`src/rtl/mul_pkg.sv`:
```
// Shared definitions for the iterative HI/LO multiplier; the sign helpers are
// plain functions so the divider's signed variant can reuse them.
package mul_pkg;

  localparam int unsigned MUL_WIDTH = 32;
  localparam int unsigned MUL_CNT_W = 6;
  localparam int unsigned MUL_ITER  = 32;

  typedef enum logic [1:0] {
    IDLE,
    CALC,
    FINISH
  } mul_state_e;

  // |x| as an unsigned magnitude; |-2^31| = 0x8000_0000 still fits.
  function automatic logic [MUL_WIDTH-1:0] mul_abs(input logic [MUL_WIDTH-1:0] x,
                                                   input logic is_signed);
    return (is_signed && x[MUL_WIDTH-1]) ? (~x + MUL_WIDTH'(1)) : x;
  endfunction

  function automatic logic [2*MUL_WIDTH-1:0] mul_neg(input logic [2*MUL_WIDTH-1:0] x);
    return ~x + (2*MUL_WIDTH)'(1);
  endfunction

endpackage

```
`src/rtl/multu_if.sv`:
```
// Start/busy handshake and operand/result bus shared by the multiplier and the pipeline.
interface multu_if #(
  parameter int unsigned WIDTH = 32
);
  logic             start;
  logic             signed_op;
  logic [WIDTH-1:0] a;
  logic [WIDTH-1:0] b;
  logic [WIDTH-1:0] hi;
  logic [WIDTH-1:0] lo;
  logic             busy;
  logic             done;

  modport master (
    output start, signed_op, a, b,
    input  hi, lo, busy, done
  );

  modport slave (
    input  start, signed_op, a, b,
    output hi, lo, busy, done
  );
endinterface

```
`src/rtl/multu.sv`:
```
// Sequential 32x32 shift-add multiplier for MULT/MULTU; 33-cycle start-to-done latency,
// result held in hi/lo until the next product.
module multu
  import mul_pkg::*;
#(
  parameter int unsigned WIDTH = MUL_WIDTH
) (
  input logic   clock,
  input logic   reset_n,
  multu_if.slave bus
);

  mul_state_e state_q, state_d;

  logic [WIDTH-1:0]     mag_a_q;
  logic [WIDTH:0]       upper_q, upper_d;
  logic [WIDTH-1:0]     mult_q, mult_d;
  logic                 neg_q;
  logic [MUL_CNT_W-1:0] count_q;
  logic [WIDTH-1:0]     hi_q, lo_q;
  logic                 done_q;
  logic [WIDTH:0]       sum;
  logic [2*WIDTH-1:0]   acc;

  always_ff @(posedge clock or negedge reset_n) begin
    if (!reset_n) state_q <= IDLE;
    else          state_q <= state_d;
  end

  always_comb begin
    state_d = state_q;
    case (state_q)
      IDLE:    if (bus.start) state_d = CALC;
      CALC:    if (count_q == MUL_CNT_W'(MUL_ITER - 1)) state_d = FINISH;
      FINISH:  state_d = IDLE;
      default: state_d = IDLE;
    endcase
  end

  always_comb begin
    bus.busy = (state_q != IDLE);
    bus.done = done_q;
    bus.hi   = hi_q;
    bus.lo   = lo_q;
  end

  // One iteration: conditional add into the upper half, then shift {carry, upper, mult} right.
  always_comb begin
    sum     = upper_q + (mult_q[0] ? {1'b0, mag_a_q} : '0);
    upper_d = {1'b0, sum[WIDTH:1]};
    mult_d  = {sum[0], mult_q[WIDTH-1:1]};
    acc     = {upper_q[WIDTH-1:0], mult_q};
  end

  always_ff @(posedge clock or negedge reset_n) begin
    if (!reset_n) begin
      mag_a_q <= '0;
      upper_q <= '0;
      mult_q  <= '0;
      neg_q   <= 1'b0;
      count_q <= '0;
      hi_q    <= '0;
      lo_q    <= '0;
      done_q  <= 1'b0;
    end else begin
      done_q <= (state_q == FINISH);
      case (state_q)
        IDLE: begin
          if (bus.start) begin
            mag_a_q <= mul_abs(bus.a, bus.signed_op);
            mult_q  <= mul_abs(bus.b, bus.signed_op);
            neg_q   <= bus.signed_op & (bus.a[WIDTH-1] ^ bus.b[WIDTH-1]);
            upper_q <= '0;
            count_q <= '0;
          end
        end
        CALC: begin
          upper_q <= upper_d;
          mult_q  <= mult_d;
          count_q <= count_q + MUL_CNT_W'(1);
        end
        FINISH: begin
          {hi_q, lo_q} <= neg_q ? mul_neg(acc) : acc;
        end
        default: ;
      endcase
    end
  end

endmodule

```
`src/flat_wrapper.sv`:
```
// flat-port wrapper written by rule: the top's interface ports become plain ports
module multu_flat import mul_pkg::*;
#(
  parameter int unsigned WIDTH = MUL_WIDTH
)
  (clock, reset_n, bus_start, bus_signed_op, bus_a, bus_b, bus_hi, bus_lo, bus_busy, bus_done);
  multu_if #(.WIDTH(WIDTH)) bus_i ();
  input logic clock;
  input logic reset_n;
  input wire logic [$bits(bus_i.start)-1:0] bus_start;
  input wire logic [$bits(bus_i.signed_op)-1:0] bus_signed_op;
  input wire logic [$bits(bus_i.a)-1:0] bus_a;
  input wire logic [$bits(bus_i.b)-1:0] bus_b;
  output wire logic [$bits(bus_i.hi)-1:0] bus_hi;
  output wire logic [$bits(bus_i.lo)-1:0] bus_lo;
  output wire logic [$bits(bus_i.busy)-1:0] bus_busy;
  output wire logic [$bits(bus_i.done)-1:0] bus_done;
  assign bus_i.start = bus_start;
  assign bus_i.signed_op = bus_signed_op;
  assign bus_i.a = bus_a;
  assign bus_i.b = bus_b;
  assign bus_hi = bus_i.hi;
  assign bus_lo = bus_i.lo;
  assign bus_busy = bus_i.busy;
  assign bus_done = bus_i.done;
  multu #(.WIDTH(WIDTH)) u_core (.clock(clock), .reset_n(reset_n), .bus(bus_i));
endmodule
```
`config.mk`:
```
export PLATFORM = sky130hd
export DESIGN_NAME = multu_flat
export DESIGN_NICKNAME = d
export VERILOG_FILES = /design/src/rtl/mul_pkg.sv /design/src/rtl/multu_if.sv /design/src/rtl/multu.sv /design/src/flat_wrapper.sv
export SDC_FILE = /design/constraint.sdc
export NUM_CORES = 1
export LEC_CHECK = 0
export CORE_MARGIN = 1
export CORE_UTILIZATION = 55
export CTS_CLUSTER_SIZE = 25
export DETAILED_ROUTE_END_ITERATION = 6
export PLACE_DENSITY_LB_ADDON = 0.2
export SETUP_SLACK_MARGIN = 0.3
export SYNTH_ARGS = -nofsm -noshare
export SYNTH_HDL_FRONTEND = slang
export SYNTH_SLANG_ARGS = --single-unit
```
`constraint.sdc`:
```
create_clock -name clock -period 4.29 [get_ports clock]
set_input_delay 0.429 -clock clock [delete_from_list [all_inputs] [get_ports clock]]
set_output_delay 0.429 -clock clock [all_outputs]
set_load 0.02 [all_outputs]
```
==> flow_metrics.tcl <==
set metrics [dict create \
    status "finished, final reports clean" \
    area_delta_synth_final_pct 19.96 \
    timing.final.crit_share_pct 87.20 \
    rsz0062_at_grt "false" \
    synth_nets 1326 \
    power_w 0.007033 \
    cts_buffers 17 \
    seq_power_share_pct 38.2 \
    async_flop_share_pct 100.0 \
    drive_gt1_share_pct 5.022 \
    skew_ps 7.043 \
    slew_viol_final 0 \
    clockRootBuffer "clkbuf_16" \
    reg2reg_slack_ps 550 \
    p_per_area_nw_per_um2 554.2 \
    cp.arrival_ps 4020 \
    yosysWarnings 0 \
    clockPowerShare_pct 22.7 \
    grt_pass1_vias 8597 \
    drt-initial-drc-count 890 \
    critical_path.max_stage_delay_ps 560 \
    drtAntennaViolNets 0 \
    multi_input_area_sq_um 6045 \
    grt_max_degree 102 \
    vias_per_cell 5.885 \
    critical_path_required_ps 4570 \
    postCtsHoldBufs 0 \
    synth_cell_type_count 59 \
    dieHeight_um 140.7 \
    die_x_um 140.7 \
    worstPathCellList "or4_4 > or4_1 > or2_1 > or4_1 > or4_1 > or2_1 > o41ai_2 > xor2_1 > o21ai_1" \
    wl_per_cell_um 16.55 \
    use_met2_pct 43.60 \
    synthCells 1221 \
    clk_pin_slew_worst_paths_ps 70 \
    cap_violations 0 \
    sw_frac_of_total_pct 40.03 \
    use_met3_pct 4.518 \
    ys_seq_area_share_pct 40.21 \
    syn_area_per_cell_sq_um 8.664 \
    p_int_w 0.004217 \
    hpwl_mm 19.06 \
    hold_viol_final 0 \
    grt_pass1_wl_mm 43.43 \
    overflow 0 \
    cp-start-kind "flip-flop" \
    relSlewSlack_pct 13.04 \
    drt-pass1-iter-count 5 \
    synth_ff_type "dfrtp_1" \
    min_period_ps 3741 \
    synth_seq_cells 170 \
    post_cts_buffers 0 \
    cp_common_cell "or4_1" \
    nNetsFinal 1426 \
    diodes 0 \
    hp-class "in -> async" \
    p_comb_share_pct 39.1 \
    io_pins 134 \
    tightest_slew_ps 1301 \
    critPathMaxFanout 6 \
    clock-sinks 170 \
    routed_wirelength_mm 25.95 \
    post_cts_resized 0 \
    seq_area_sq_um 4257 \
    power_switching_w 0.002816 \
    finalSetupViolCount 0 \
    fmax_mhz 267.3 \
    track_usage_pct 27.51 \
    crit_slowest_cell "or4_1" \
    dieArea_sq_um 19790 \
    critPathKind "reg -> reg" \
    drc 0 \
    antenna_found_initial 0 \
    vias 9228 \
    grt_use_met1_pct 39.42 \
    clk_path_buf_depth 2 \
    path_buf_inv 0 \
    placeableCoreArea_sq_um 18770 \
    synth_area_sq_um 10580 \
    leakage_nw 5.310 \
    cp-end-kind "flip-flop" \
    synth_edf_count 0 \
    cts_tree "yes" \
    grt-busiest-layer "met2" \
    start_util_pct 56.37 \
    fill_cells 1563 \
    insertion_delay_ps 440 \
    place.gp.congestion 0.9314 \
    rows 50 \
    cts_htree_levels 4 \
    ir_worst_vdd_v 0.0003662 \
    fin_tns_setup_ps 0 \
    io_buffer_count 133 \
    cp_top_family "simple AND/OR/NAND/NOR gates" \
]
==> cells in the final DEF (no fill, tap or decap), types with 6 or more instances in the layout <==
cell type,count
nor4_1,12
clkdlybuf4s50_1,132
nor2_1,46
o21ai_1,19
ha_1,36
nand3b_1,6
xor2_1,101
a21o_1,18
and2_1,36
nor3_1,11
inv_1,15
o21ai_0,193
nor2b_1,8
or3_1,16
buf_4,13
or4_1,14
a21oi_1,54
nand2b_1,14
a22oi_1,29
clkbuf_16,17
nand2_1,181
dfrtp_1,168
nand3_1,25
o41ai_1,13
o31ai_1,24
xnor2_1,47
==> kinds of logic after synthesis <==
group | count (synthesis) | share of synthesized area (%)
compound gates | 383 | 21.51
xor+xnor | 148 | 12.25
fa+ha+maj | 37 | 4.447
buf+inv | 80 | 2.838
flops | 170 | 40.21
mux | 1 | 0.09462
simple gates | 402 | 18.64
==> layout make-up <==
| cell class | instances | area share [%] |
|---|---|---|
| Clock inverter | 13 | 1.321 |
| Multi-Input combinational cell | 971 | 47.63 |
| Inverter | 15 | 0.4437 |
| Clock buffer | 19 | 3.490 |
| Timing Repair Buffer | 146 | 11.27 |
| Tap cell | 234 | 2.307 |
| Sequential cell | 170 | 33.54 |
==> registers in the layout (all words and copies together), names as in the netlist <==
signal           flops
u_core.bus.done      1
u_core.bus.hi       32
u_core.bus.lo       32
u_core.count_q       6
u_core.mag_a_q      32
u_core.mult_q       32
u_core.neg_q         1
u_core.state_q       2
u_core.upper_q      32
==> metrics by stage <==
step | hold WS (ps) | worst slack [ps] | util, % | instance area [sq um] | cells
3_5_place_dp | 464.1 | 579.3 | 64.36 | 12080 | 1536
5_1_grt | 172.4 | 348.6 | 67.62 | 12690 | 1568
6_report | 87.23 | 548.9 | 67.62 | 12690 | 1568
3_3_place_gp | 453.9 | 630.7 | 64.36 | 12080 | 1536
2_1_floorplan | 133.4 | 764.7 | - | 10580 | 1221
4_1_cts | 143.2 | 556.9 | 67.61 | 12690 | 1568
==> power by group through the flow <==
stage	Clock (W)	Combinational (W)	Sequential (W)
2_1_floorplan	0	0.00215	0.00246
3_3_place_gp	0	0.00267	0.00267
3_5_place_dp	0	0.00273	0.00269
4_1_cts	0.00161	0.00274	0.00266
5_1_grt	0.00168	0.00312	0.00276
6_report	0.00160	0.00275	0.00269
==> Yosys cell counts, drive strengths merged (11+ instances only) <==
cell type,number,area share [%]
nor2,47,1.7
o41ai,15,1.4
or3,19,1.3
dfrtp,170,40
clkbuf,65,2.3
inv,15,0.53
a21oi,54,2.6
or4,15,1.1
nor3,11,0.52
nand2,182,6.5
a21o,18,1.3
nor4,12,0.71
o21ai,212,10
and2,37,2.2
xor2,101,8.4
a22oi,29,2.1
o31ai,25,1.9
nand3,25,1.2
xnor2,47,3.9
ha,36,4.3
nand2b,16,1.0
==> worst paths after layout <==
| check | endpoint | from | cells after the start |
|---|---|---|---|
| worst min register to register | u_core.bus.hi[22] | u_core.bus.hi[22] | 2 |
| min in group clock | u_core.bus.hi[22] | u_core.bus.hi[22] | 2 |
| worst min-delay path | u_core.mult_q[19] | reset_n | 1 |
| max in group asynchronous | u_core.bus.hi[10] | reset_n | 2 |
| worst max register to register | u_core.bus.hi[28] | u_core.mult_q[10] | 9 |
| worst max-delay path | u_core.bus.hi[28] | u_core.mult_q[10] | 9 |
==> routing by layer <==
layer	vias up	wire, um
met3	32	1430
met5	-	0
met4	0	370
li1	4542	-
met1	4343	12280
met2	311	11870
No activity file was read; power rests on OpenSTA's default activity.
